**config.mk**
```make
export PLATFORM = sky130hd
export DESIGN_NAME = esm_index_scheduler
export DESIGN_NICKNAME = d
export VERILOG_FILES = /design/src/rtl/esm_index_scheduler.sv
export SDC_FILE = /design/constraint.sdc
export NUM_CORES = 1
export LEC_CHECK = 0
export ABC_AREA = 0
export BUFFER_PORTS_ARGS = -buffer_cell sky130_fd_sc_hd__buf_4
export CORE_UTILIZATION = 49
export DETAILED_ROUTE_END_ITERATION = 10
export PLACE_DENSITY = 0.79
export SKIP_LAST_GASP = 1
export SLEW_MARGIN = 20
export SYNTH_ARGS = -nofsm -noshare
export SYNTH_HDL_FRONTEND = slang
export SYNTH_SLANG_ARGS = --single-unit
```
**constraint.sdc**
```tcl
create_clock -name clk -period 2.3 [get_ports clk]
set_input_delay 0 -clock clk [delete_from_list [all_inputs] [get_ports clk]]
set_output_delay 0 -clock clk [all_outputs]
set_load 0.05 [all_outputs]
```
**src/rtl/esm_index_scheduler.sv**
```systemverilog
// Index sequencing controller for the ESM mapping table: fetches a random word, commits the
// table's selection as the active buffer index, keeps a two-deep history. Option: ESM_DWELL_EN.
module esm_index_scheduler #(
  parameter int BS      = 16,
  parameter int DWELL   = 8,
  parameter int TIMEOUT = 32,
  localparam int IW     = $clog2(BS)
) (
  input  logic          clk,
  input  logic          rst,
  input  logic          start,
  input  logic          stop,
  input  logic          advance_req,
  input  logic          rng_valid,
  input  logic [31:0]   rng_data,
  output logic          rng_ready,
  output logic [31:0]   random_number,
  input  logic [IW-1:0] tbl_next_index,
  input  logic          tbl_valid_count,
  output logic [IW-1:0] buffer_index,
  output logic [IW-1:0] buffer_index_sync_1,
  output logic [IW-1:0] buffer_index_sync_2,
  output logic          proceed,
  output logic          switch_pulse,
  output logic          busy,
  output logic          stall_err
);

  localparam int SW = $clog2(TIMEOUT + 1);

  typedef enum logic [2:0] {
    ST_IDLE,
    ST_FETCH,
    ST_SETTLE,
    ST_EVAL,
    ST_DWELL
  } state_t;

  state_t        state, state_next;
  logic          accept;
  logic          commit;
  logic          empty_eval;
  logic          start_idle;
  logic          dwell_done;
  logic [SW-1:0] starve_cnt;
  logic [SW-1:0] starve_inc;

`ifdef ESM_DWELL_EN
  localparam int DW = (DWELL > 1) ? $clog2(DWELL) : 1;
  logic [DW-1:0] dwell_cnt;

  always_ff @(posedge clk or posedge rst) begin
    if (rst) begin
      dwell_cnt <= '0;
    end else if (commit) begin
      dwell_cnt <= DW'(DWELL - 1);
    end else if (state == ST_DWELL && dwell_cnt != '0) begin
      dwell_cnt <= dwell_cnt - 1'b1;
    end
  end

  assign dwell_done = (dwell_cnt == '0);
`else
  logic dwell_unused;
  assign dwell_unused = (DWELL > 0);
  assign dwell_done   = 1'b1;
`endif

  always_ff @(posedge clk or posedge rst) begin
    if (rst) state <= ST_IDLE;
    else     state <= state_next;
  end

  // stop overrides every transition, which also suppresses a pending accept or commit
  always_comb begin
    state_next = state;
    accept     = 1'b0;
    commit     = 1'b0;
    empty_eval = 1'b0;
    if (stop) begin
      state_next = ST_IDLE;
    end else begin
      case (state)
        ST_IDLE:   if (start) state_next = ST_FETCH;
        ST_FETCH: begin
          if (rng_valid && rng_ready) begin
            accept     = 1'b1;
            state_next = ST_SETTLE;
          end
        end
        ST_SETTLE: state_next = ST_EVAL;
        ST_EVAL: begin
          if (tbl_valid_count) begin
            commit     = 1'b1;
            state_next = ST_DWELL;
          end else begin
            empty_eval = 1'b1;
            state_next = ST_FETCH;
          end
        end
        ST_DWELL:  if (dwell_done && advance_req) state_next = ST_FETCH;
        default:   state_next = ST_IDLE;
      endcase
    end
  end

  assign start_idle = (state == ST_IDLE) && start;
  assign starve_inc = (starve_cnt == SW'(TIMEOUT)) ? starve_cnt : starve_cnt + 1'b1;

  always_ff @(posedge clk or posedge rst) begin
    if (rst) begin
      starve_cnt <= '0;
      stall_err  <= 1'b0;
    end else begin
      if (commit || start_idle) begin
        starve_cnt <= '0;
      end else if (empty_eval) begin
        starve_cnt <= starve_inc;
      end
      if (start_idle) begin
        stall_err <= 1'b0;
      end else if (empty_eval && starve_inc == SW'(TIMEOUT)) begin
        stall_err <= 1'b1;
      end
    end
  end

  always_ff @(posedge clk or posedge rst) begin
    if (rst) begin
      random_number       <= '0;
      buffer_index        <= '0;
      buffer_index_sync_1 <= '0;
      buffer_index_sync_2 <= '0;
    end else begin
      if (accept) random_number <= rng_data;
      if (commit) begin
        buffer_index_sync_2 <= buffer_index_sync_1;
        buffer_index_sync_1 <= buffer_index;
        buffer_index        <= tbl_next_index;
      end
    end
  end

  // Status flags are registered from the next state so they line up with the state register
  always_ff @(posedge clk or posedge rst) begin
    if (rst) begin
      rng_ready    <= 1'b0;
      proceed      <= 1'b0;
      busy         <= 1'b0;
      switch_pulse <= 1'b0;
    end else begin
      rng_ready    <= (state_next == ST_FETCH);
      proceed      <= (state_next == ST_DWELL);
      busy         <= (state_next != ST_IDLE);
      switch_pulse <= commit;
    end
  end

endmodule

```
* Word level (Yosys, flattened, before mapping)
Cells that the tools add are included.
** Word-level totals
- Flip-flop bits (word level) :: 58
- Output and inout bits :: 49
- Bits of input ports :: 43
** Operators by class
- Multiplexer cells :: 20
- Reductions and logical operators :: 8
- Add/sub/neg operators :: 1
- Eq/ne operators :: 8
** Operator list (number)
- 6-bit two-way mux :: 3
- 3-bit two-way mux :: 5
- 3-bit one-hot mux with 5 select lines :: 1
- 6-bit equality test, second input constant :: 2
- 1-bit two-way mux :: 11
- 6-bit by 1-bit adder with 6-bit output, second input constant :: 1
- 3-bit by 1-bit equality test with 1-bit output, second input constant :: 2
- 3-bit by 2-bit equality test with 1-bit output, second input constant :: 2
- 3-bit equality test, second input constant :: 2
- 2-bit nonzero test :: 2
- 1-bit logical AND :: 3
- 3-bit zero test :: 1
- 3-bit nonzero test :: 1
- 1-bit logical OR :: 1

* Depth between registers and ports, before layout
Gate-level depths: netlist of run 1.
- Word-level depth :: 6
- Depth in mapped cells :: 6
- Mapped depth without buffers :: 6

* Worst setup path before layout of run 1
Ideal clock, no wire load.
- Kind :: register -> register
- Start point :: reg rng_ready
- End point :: reg random_number[0]
- Cell stages (with the launch flop) :: 6
- Path buffers :: 2
- Setup slack :: 0.341 ns
- Library setup time :: 0.125 ns
- Arrival :: 1.834 ns
- Cells stage by stage :: dfrtp_1 -> nand2_1 -> or4b_1 -> buf_2 -> buf_6 -> mux2_4
** Between the ends
- Longest elaborated chain between the ends :: 4
** Ends and longest elaborated chain
- start: declaration :: line 16 : output logic rng_ready,
- start signal: assignment :: line 152 : rng_ready <= (state_next == ST_FETCH);
- 1-bit logical AND :: line 86 : if (rng_valid && rng_ready) begin
- 1-bit two-way mux :: line 86
- 1-bit two-way mux :: line 83 : case (state)
- 1-bit two-way mux :: line 80 : if (stop) begin
- end signal: assignment :: line 135 : if (accept) random_number <= rng_data;
- end: declaration :: line 17 : output logic [31:0] random_number,
No other way between the ends.
A chain may end at the register's enable or synchronous reset.

* Final worst setup path of run 1
- Start point :: reg state[0]
- End point :: reg random_number[25]
** Between the ends
- Longest elaborated chain between the ends :: 3
** Ends and longest elaborated chain
- start: declaration :: line 39 : state_t state, state_next;
- start signal: assignment :: line 71 : else state <= state_next;
- 3-bit by 1-bit equality test with 1-bit output :: line 83
- 1-bit two-way mux :: line 83
- 1-bit two-way mux :: line 80
No other way between the ends.

==> impl_metrics.py, run 1 <==
metrics = {
    "status": {
        "outcome": "finished clean",
    },
    "worst_setup_path": {
        "cp_data_arrival_time_ns": 2.23,
        "path_class": "reg2reg",
        "start_kind": "flip-flop",
        "critPathMaxFanout": 32,
        "worstPathRequired_ns": 2.51,
        "end_kind": "flip-flop",
    },
    "layout": {
        "antenna_cells": 0,
        "nets": 362,
        "multi_input_area_sq_um": 1040,
        "fillers": 281,
        "fin_cells": 391,
        "drive_above_1_share_pct": 48.6,
        "final_area_sq_um": 3900,
        "fin_util_pct": 76.3,
        "syn_to_final_growth_pct": 50.9,
        "regArea_sq_um": 1450,
    },
    "logic_synthesis": {
        "ys_seq_area_share_pct": 56.2,
        "ys_top_cells_by_count": "58 x dfrtp_1, 30 x mux2_4, 14 x mux2_2",
        "ys_types": 36,
        "synth_nets": 229,
        "synth_flop_cell": "dfrtp_1",
        "synth.cell_area_sq_um": 2580,
        "synthTopCellsByArea": "dfrtp_1 56%, mux2_4 17%, mux2_2 6.1%",
        "netlist_instances": 184,
        "synth_edf_count": 0,
        "avgSynthCellArea_sq_um": 14.0,
        "synth_top_area_cell": "dfrtp_1",
        "ys_warn_count": 0,
        "yosys_register_bits": 58,
        "synth-async-reset-ratio_pct": 100,
        "yosysMostFrequentCell": "dfrtp_1",
        "yosysTopAreaCellShare_pct": 56.2,
    },
    "placed_design": {
        "post_dp_cell_area_sq_um": 3320,
        "io_buffers": 91,
        "placed_cells": 337,
        "place.gp.congestion": 0.798,
        "dpl.hpwl_microns": 3960,
    },
    "timing": {
        "setup_viol": 0,
        "fin_crit_ns": 2.02,
        "finalClockSkew_ns": 0.00431,
        "rsz0062_at_grt": "false",
        "hold_viol": 0,
        "fin_tns_setup_ns": 0,
        "fmaxAchievable_mhz": 495,
        "drv_slew": 0,
        "slew_headroom_pct": 62.5,
        "fin_crit_sh_pct": 87.9,
        "worstMarginPinSlew_ns": 0.562,
    },
    "grt": {
        "grt_overflow": 0,
        "antenna_found_initial": 0,
        "grt_max_degree": 33,
        "grt_pass1_wl_microns": 10000,
        "grt_usage_pct": 24.9,
        "grt_pass1_vias": 2027,
    },
    "clock_tree": {
        "cts_buffers": 9,
        "clock_latency_ns": 0.33,
        "cts_buffer_depth": 2,
        "cts_tree": "built",
        "cts_setup_buffers": 0,
        "cts-root-buf": "clkbuf_8",
        "htreeDepth": 3,
        "path_clk_slew_ns": 0.06,
        "clock-sinks": 58,
    },
    "floorplan": {
        "initial_core_util_pct": 50.6,
        "dieHeight_microns": 74.6,
        "die_area_sq_um": 5570,
        "ios": 92,
        "core_area_sq_um": 5110,
        "dieWidth_microns": 74.6,
        "rows": 26,
    },
    "drt": {
        "num_vias": 1974,
        "viasPerCell": 5.05,
        "wl_per_cell_microns": 17.1,
        "drc": 0,
        "drt-initial-drc-count": 66,
        "antenna_left": 0,
        "routed_wl_microns": 6680,
        "firstDrtPassIters": 5,
    },
    "pwr": {
        "ir_drop_v": 0.000575,
        "p_leak_nw": 2.03,
        "p_per_area_nw_per_um2": 958,
    },
    "flow_run": {
        "max_cap_violations": 0,
    },
    "min_path": {
        "hp-class": "in2reg",
    },
}
==> power breakdown <==
group          switching, mW  internal, mW  leakage (nW)
clock network          0.383         0.521        0.0962
logic                  0.908         0.571          1.16
registers              0.137          1.21         0.770
total                   1.43          2.30          2.03
==> critical path: stages, from the launching register on <==
cell and delay (ns):
dfrtp_1 0.47, nor2b_4 0.21, or4b_2 0.64, buf_12 0.23, mux2_4 0.33
==> flip-flops by register name, summed over array words and instances (netlist names) <==
name / flops
proceed: 1
switch_pulse: 1
buffer_index_sync_2: 4
busy: 1
stall_err: 1
state: 3
buffer_index_sync_1: 4
random_number: 32
buffer_index: 4
starve_cnt: 6
rng_ready: 1
==> repair_timing <==
item | in CTS | in global routing
hold buffers | 39 | 0
hold endpoints to repair | 68 | 0
gates resized for setup | 0 | 0
==> final timing paths <==
kind | start | slack [ns] | cells after the start | endpoint
worst max-delay path | state[0]$_DFF_PP0_ | 0.28 | 4 | random_number[25]$_DFFE_PP0P_
worst min-delay path | rng_valid | 0.06 | 3 | state[1]$_DFF_PP0_
worst max register to register | state[0]$_DFF_PP0_ | 0.28 | 4 | random_number[25]$_DFFE_PP0P_
worst min register to register | random_number[1]$_DFFE_PP0P_ | 0.51 | 1 | random_number[1]$_DFFE_PP0P_
max in group asynchronous | rst | 1.34 | 4 | random_number[30]$_DFFE_PP0P_
min in group asynchronous | rst | 0.30 | 3 | starve_cnt[0]$_DFFE_PP0P_
==> area by class of cell <==
class                      count  area share (%)
inverter                       6           0.578
multi-input combinational    108            26.6
clock inverter                 3            1.03
tap                           70            2.25
sequential                    58            37.2
clock buffer                  12            3.72
timing repair buffer         134            28.6
==> cell families after synthesis <==
family | Yosys count | share of synthesized area (%)
flip-flops | 58 | 56.2
multiplexers | 46 | 24.3
AND/OR/NAND/NOR | 39 | 8.96
buffers and inverters | 18 | 3.73
AO/OA/AOI/OAI | 17 | 4.50
XOR/XNOR | 4 | 1.36
adder cells (fa/ha/maj) | 2 | 0.968
==> cell usage in the layout (no fill, tap or decap), drive strengths merged, types with 3 or more instances in the layout <==
master	Yosys	final
a211oi	3	3
a21oi	5	5
buf	6	95
clkbuf	6	12
dfrtp	58	58
dlygate4sd3	0	39
inv	6	6
mux2	44	44
nand2	3	3
nand3	5	5
nand4b	3	3
nor2	11	11
nor2b	3	3
nor3	3	3
o21ai	3	3
xnor2	3	3
==> layer usage <==
metal	global-route usage, %	vias to the layer above	wire length (microns)
met1	30.2	952	2820
met5	0	-	0
li1	-	918	-
met4	9.43	0	162
met2	40.9	87	3190
met3	8.84	17	506
==> per-stage QoR <==
stage | worst slack, ns | hold slack [ns] | total power [mW]
after floorplan | 0.341 | 0.149 | 2.31
after global placement | 0.374 | 0.100 | 2.72
after detailed placement | 0.322 | 0.0998 | 2.75
after CTS | 0.315 | 0.0145 | 3.72
after global routing | 0.246 | 0.0644 | 3.85
final | 0.279 | 0.0561 | 3.73
No activity file was read; power rests on OpenSTA's default activity.
==> inputs of run 2 (changes only) <==
--- a/config.mk
+++ b/config.mk
@@ -7,9 +7,9 @@
 export LEC_CHECK = 0
 export ABC_AREA = 0
 export BUFFER_PORTS_ARGS = -buffer_cell sky130_fd_sc_hd__buf_4
-export CORE_UTILIZATION = 49
+export CORE_UTILIZATION = 44
 export DETAILED_ROUTE_END_ITERATION = 10
-export PLACE_DENSITY = 0.79
+export PLACE_DENSITY = 0.75
 export SKIP_LAST_GASP = 1
 export SLEW_MARGIN = 20
 export SYNTH_ARGS = -nofsm -noshare
==> constraint.sdc (replaced) <==
create_clock -name clk -period 1.8 [get_ports clk]
set_input_delay 0 -clock clk [delete_from_list [all_inputs] [get_ports clk]]
set_output_delay 0 -clock clk [all_outputs]
set_load 0.05 [all_outputs]
==> run 2 against run 1 <==
Net effect: final area grew 3.5%; cell count increased by 2.6%; register-to-register slack worse by 0.18 ns; total power rose by 33%; via count is 2.4% higher; worst setup slack lost 0.18 ns; hold slack worse by 0.0084 ns; critical path type unchanged; critical endpoint is now busy$_DFF_PP0_; largest cell class unchanged; largest power group unchanged; highest routed layer unchanged.
==> impl_metrics.py, run 2 (synthesis gave the netlist of run 1 again) <==
metrics = {
    "status": {
        "outcome": "finished clean",
    },
    "clock_tree": {
        "cts-root-buf": "clkbuf_8",
        "htreeDepth": 3,
        "cts_buffers": 9,
        "clock-sinks": 58,
        "cts_buffer_depth": 2,
        "clock_latency_ns": 0.34,
        "cts_setup_buffers": 0,
        "cts_tree": "built",
        "path_clk_slew_ns": 0.07,
    },
    "floorplan": {
        "core_area_sq_um": 5570,
        "die_area_sq_um": 6180,
        "rows": 27,
        "dieHeight_microns": 78.6,
        "initial_core_util_pct": 46.4,
        "dieWidth_microns": 78.6,
        "ios": 92,
    },
    "min_path": {
        "whs_path_depth": 4,
        "min_from": "tbl_valid_count",
        "hp-class": "in2reg",
    },
    "layout": {
        "multi_input_area_sq_um": 1050,
        "largest_reg_flops": 32,
        "syn_to_final_growth_pct": 56.1,
        "drive_above_1_share_pct": 50.5,
        "regMostFlops": "random_number",
        "layout_common_cells": "98 x buf_4, 57 x dfrtp_1, 40 x dlygate4sd3_1",
        "top_regs": "random_number x32, starve_cnt x6",
        "final_common_cell": "buf_4",
        "final_area_sq_um": 4030,
        "fillers": 352,
        "antenna_cells": 0,
        "regArea_sq_um": 1450,
        "nets": 369,
    },
    "worst_setup_path": {
        "path_class": "reg2reg",
        "crit_start": "state[1]$_DFF_PP0_",
        "end_kind": "flip-flop",
        "critPathMaxFanout": 10,
        "cp_data_arrival_time_ns": 1.95,
        "r2r_start": "state[1]$_DFF_PP0_",
        "worstPathRequired_ns": 2.05,
        "r2r_cells": 5,
        "start_kind": "flip-flop",
    },
    "drt": {
        "drc": 0,
        "drt-initial-drc-count": 122,
        "num_vias": 2021,
        "firstDrtPassIters": 4,
        "viasPerCell": 5.04,
        "wl_per_cell_microns": 18.0,
        "routed_wl_microns": 7240,
        "antenna_left": 0,
    },
    "timing": {
        "fin_crit_sh_pct": 94.6,
        "rsz0062_at_grt": "false",
        "worstMarginPinSlew_ns": 0.358,
        "finalClockSkew_ns": 0.00825,
        "setup_viol": 0,
        "fin_tns_setup_ns": 0,
        "hold_viol": 0,
        "fin_crit_ns": 1.70,
        "drv_slew": 0,
        "slew_headroom_pct": 75.8,
        "fmaxAchievable_mhz": 587,
    },
    "placed_design": {
        "dpl.hpwl_microns": 3980,
        "place.gp.congestion": 0.798,
        "io_buffers": 91,
        "post_dp_cell_area_sq_um": 3380,
    },
    "pwr": {
        "switching_power_mw": 1.86,
        "p_leak_nw": 2.09,
        "pwr-share-comb_pct": 38.6,
        "intPower_mw": 3.10,
        "p_sw_share_pct": 37.5,
        "clockPowerShare_pct": 26.8,
        "p_per_area_nw_per_um2": 1230,
        "power_mw": 4.97,
        "ir_drop_v": 0.000784,
        "seqPwrFrac_pct": 34.6,
    },
    "grt": {
        "grt_pass1_vias": 2082,
        "antenna_found_initial": 0,
        "grt_overflow": 0,
        "grt_pass1_wl_microns": 10900,
        "grt_max_degree": 59,
        "grt_usage_pct": 24.6,
    },
    "flow_run": {
        "max_cap_violations": 0,
    },
}
[run 2: cell type report]
| cell class | count | share of cell area [%] |
|---|---|---|
| clock buffer | 11 | 3.50 |
| clock inverter | 5 | 1.92 |
| sequential | 58 | 36.0 |
| tap | 72 | 2.23 |
| multi-input combinational | 108 | 25.9 |
| timing repair buffer | 141 | 29.8 |
| inverter | 6 | 0.558 |
[run 2: power groups by stage]
stage / Clock, mW / Sequential, mW / Combinational [mW]
floorplan: 0 / 2.55 / 0.398
global placement: 0 / 1.71 / 1.78
detailed placement: 0 / 1.72 / 1.81
CTS: 1.35 / 1.70 / 1.89
global route: 1.42 / 1.74 / 1.98
finish: 1.33 / 1.72 / 1.92
[run 2: final timing paths]
| kind | end | slack [ns] |
|---|---|---|
| setup / recovery | busy$_DFF_PP0_ | 0.1 |
| hold / removal | starve_cnt[1]$_DFFE_PP0P_ | 0.05 |
| setup reg to reg | busy$_DFF_PP0_ | 0.1 |
| hold reg to reg | stall_err$_DFFE_PP0P_ | 0.51 |
| max in group asynchronous | rng_ready$_DFF_PP0_ | 1.25 |
| min in group asynchronous | random_number[29]$_DFFE_PP0P_ | 0.29 |
[run 2: stage by stage]
stage | util, % | std cells | hold WS [ns] | worst slack (ns)
floorplan | - | 184 | 0.149 | 0.0143
global placement | 60.6 | 344 | 0.0897 | 0.0111
detailed placement | 60.6 | 344 | 0.0935 | -0.0232
CTS | 72.3 | 401 | 0.0317 | 0.0210
global route | 72.4 | 401 | 0.0526 | 0.0226
finish | 72.4 | 401 | 0.0477 | 0.0963
[run 2: repair_timing]
item                       CTS  global route
hold buffers                40             0
hold endpoints to repair   100             0
setup endpoints to repair   32            14
gates resized for setup      1             2
gates cloned                 1             0
[run 2: critical path: stages (launching register included)]
cell and delay [ns]:
dfrtp_1 0.38, buf_4 0.17, or4b_2 0.68, a21oi_1 0.24, nor2_1 0.06, o21ai_0 0.08
[run 2: routing by layer]
layer  vias up  wire length [microns]  GRT usage, %
met5         -                      0             0
met4         0                    142          9.44
met3        15                    494          7.79
met2        85                   3770          43.0
met1       990                   2830          27.7
li1        931                      -             -
==> inputs of run 3 (changes only) <==
--- a/config.mk
+++ b/config.mk
@@ -7,9 +7,10 @@
 export LEC_CHECK = 0
 export ABC_AREA = 0
 export BUFFER_PORTS_ARGS = -buffer_cell sky130_fd_sc_hd__buf_4
-export CORE_UTILIZATION = 44
+export CORE_UTILIZATION = 49
 export DETAILED_ROUTE_END_ITERATION = 10
-export PLACE_DENSITY = 0.75
+export MAX_ROUTING_LAYER = met4
+export PLACE_DENSITY = 0.79
 export SKIP_LAST_GASP = 1
 export SLEW_MARGIN = 20
 export SYNTH_ARGS = -nofsm -noshare
==> constraint.sdc (replaced) <==
create_clock -name clk -period 1.9 [get_ports clk]
set_input_delay 0 -clock clk [delete_from_list [all_inputs] [get_ports clk]]
set_output_delay 0 -clock clk [all_outputs]
set_load 0.05 [all_outputs]
==> run 3 against run 2 <==
Net effect: register-to-register slack got worse by 0.06 ns; sequential power down 5%; final area is 1.7% lower; cell count is 1.7% lower; critical endpoint is now random_number[13]$_DFFE_PP0P_; largest cell class unchanged.
==> impl_metrics.py, run 3 (synthesis gave the netlist of run 1 again) <==
metrics = {
    "worst_setup_path": {
        "cp_data_arrival_time_ns": 2.08,
        "slowest_delay_ns": 0.64,
        "slowest_stage": "or4b_2",
        "crit_chain": "nor2b_4 > or4b_2 > buf_12 > mux2_4",
        "path_class": "reg2reg",
        "critPathMaxFanout": 32,
        "worstPathRequired_ns": 2.12,
        "start_kind": "flip-flop",
        "end_kind": "flip-flop",
    },
    "clock_tree": {
        "path_clk_slew_ns": 0.08,
        "cts_resized": 0,
        "cts_buffer_depth": 2,
        "clock-sinks": 58,
        "htreeDepth": 3,
        "cts-root-buf": "clkbuf_8",
        "cts_tree": "built",
        "clock_latency_ns": 0.34,
        "cts_buffers": 9,
    },
    "pwr": {
        "clockPowerShare_pct": 26.6,
        "pwr-share-comb_pct": 38.5,
        "seqPwrFrac_pct": 34.9,
        "intPower_mw": 2.91,
        "p_leak_nw": 2.05,
        "switching_power_mw": 1.76,
        "ir_drop_v": 0.000704,
        "p_sw_share_pct": 37.7,
        "p_per_area_nw_per_um2": 1180,
    },
    "timing": {
        "fin_tns_setup_ns": 0,
        "worstMarginPinSlew_ns": 0.496,
        "setup_viol": 0,
        "hold_viol": 0,
        "fin_crit_ns": 1.86,
        "fmaxAchievable_mhz": 538,
        "fin_crit_sh_pct": 97.8,
        "rsz0062_at_grt": "false",
        "finalClockSkew_ns": 0.0119,
        "slew_headroom_pct": 66.5,
        "fin_ws_ns": 0.0412,
        "drv_slew": 0,
    },
    "floorplan": {
        "dieHeight_microns": 74.6,
        "initial_core_util_pct": 50.6,
        "rows": 26,
        "ios": 92,
        "core_area_sq_um": 5110,
        "dieWidth_microns": 74.6,
        "die_area_sq_um": 5570,
    },
    "placed_design": {
        "dpl.hpwl_microns": 3780,
        "io_buffers": 91,
        "post_dp_cell_area_sq_um": 3350,
        "place.gp.congestion": 0.861,
        "dp_slack_ns": 0.0592,
    },
    "layout": {
        "fin_util_pct": 77.7,
        "regMostFlops": "random_number",
        "layout_common_cells": "95 x buf_4, 57 x dfrtp_1, 39 x dlygate4sd3_1",
        "final_common_cell": "buf_4",
        "largest_reg_flops": 32,
        "top_regs": "random_number x32, starve_cnt x6",
        "final_area_sq_um": 3970,
        "syn_to_final_growth_pct": 53.5,
        "antenna_cells": 0,
        "drive_above_1_share_pct": 50.0,
        "nets": 364,
        "fillers": 276,
    },
    "grt": {
        "grt_usage_pct": 26.9,
        "antenna_found_initial": 0,
        "grt_pass1_wl_microns": 10400,
        "grt_overflow": 0,
        "grt_pass1_vias": 1996,
        "grt_max_degree": 44,
    },
    "status": {
        "outcome": "finished clean",
    },
    "drt": {
        "drc": 0,
        "routed_wl_microns": 6720,
        "antenna_left": 0,
        "viasPerCell": 5.01,
        "drt-initial-drc-count": 105,
        "firstDrtPassIters": 4,
        "num_vias": 1974,
        "wl_per_cell_microns": 17.1,
    },
    "flow_run": {
        "max_cap_violations": 0,
    },
    "min_path": {
        "hp-class": "in2reg",
    },
}
==> run 3: cell count changes in the layout (fill, tap and decap cells not counted), sizes merged <==
cell,before,now
clkbuf,11,13
clkinv,2,0
buf,101,97
dlygate4sd3,40,39
bufinv,2,1
clkinvlp,1,2
==> run 3: power by group through the flow <==
| stage | clock [mW] | combinational (mW) | sequential (mW) |
|---|---|---|---|
| floorplan | 0 | 0.377 | 2.42 |
| global placement | 0 | 1.68 | 1.62 |
| detailed placement | 0 | 1.70 | 1.63 |
| CTS | 1.26 | 1.78 | 1.61 |
| global route | 1.33 | 1.87 | 1.65 |
| finish | 1.24 | 1.80 | 1.63 |
==> run 3: path summary, 6_finish.rpt <==
path | cells after the start | slack, ns | to | from
setup / recovery | 4 | 0.04 | random_number[13]$_DFFE_PP0P_ | state[2]$_DFF_PP0_
hold / removal | 3 | 0.04 | state[1]$_DFF_PP0_ | rng_valid
setup reg to reg | 4 | 0.04 | random_number[13]$_DFFE_PP0P_ | state[2]$_DFF_PP0_
hold reg to reg | 1 | 0.51 | buffer_index_sync_2[0]$_DFFE_PP0P_ | buffer_index_sync_2[0]$_DFFE_PP0P_
max in group asynchronous | 4 | 1.16 | random_number[21]$_DFFE_PP0P_ | rst
min in group asynchronous | 3 | 0.20 | starve_cnt[0]$_DFFE_PP0P_ | rst
==> run 3: layout make-up <==
cell class / count / area (sq um) / area share, %
multi-input combinational: 108 / 1040 / 26.1
timing repair buffer: 136 / 1140 / 28.8
inverter: 6 / 22.5 / 0.568
clock buffer: 13 / 179 / 4.51
clock inverter: 3 / 45.0 / 1.14
tap: 70 / 87.6 / 2.21
sequential: 58 / 1450 / 36.6
==> run 3: timing repair <==
action	CTS	global route
hold buffers	39	0
hold endpoints to repair	80	0
buffers inserted	0	0
==> run 3: metrics by stage <==
step	std cells	total power, mW	hold slack [ns]
2_1_floorplan	184	2.79	0.149
3_3_place_gp	339	3.30	-0.00242
3_5_place_dp	339	3.33	-0.000739
4_1_cts	394	4.64	0.0105
5_1_grt	394	4.85	0.0447
6_report	394	4.67	0.0359
==> run 3: critical path, delay by kind of cell, from the launching register on <==
kind | cells | cell delay [ns]
buffers and inverters | 1 | 0.23
flip-flops | 1 | 0.41
multiplexers | 1 | 0.33
AND/OR/NAND/NOR | 2 | 0.78
==> run 3: routing by layer <==
layer  track usage (%)  vias to the layer above  wire [microns]
met4              9.22                        0              72
met3              6.43                       10             425
met5                 -                        -               0
met2              42.4                       89            3280
met1              34.3                      953            2950
li1                  -                      922               -
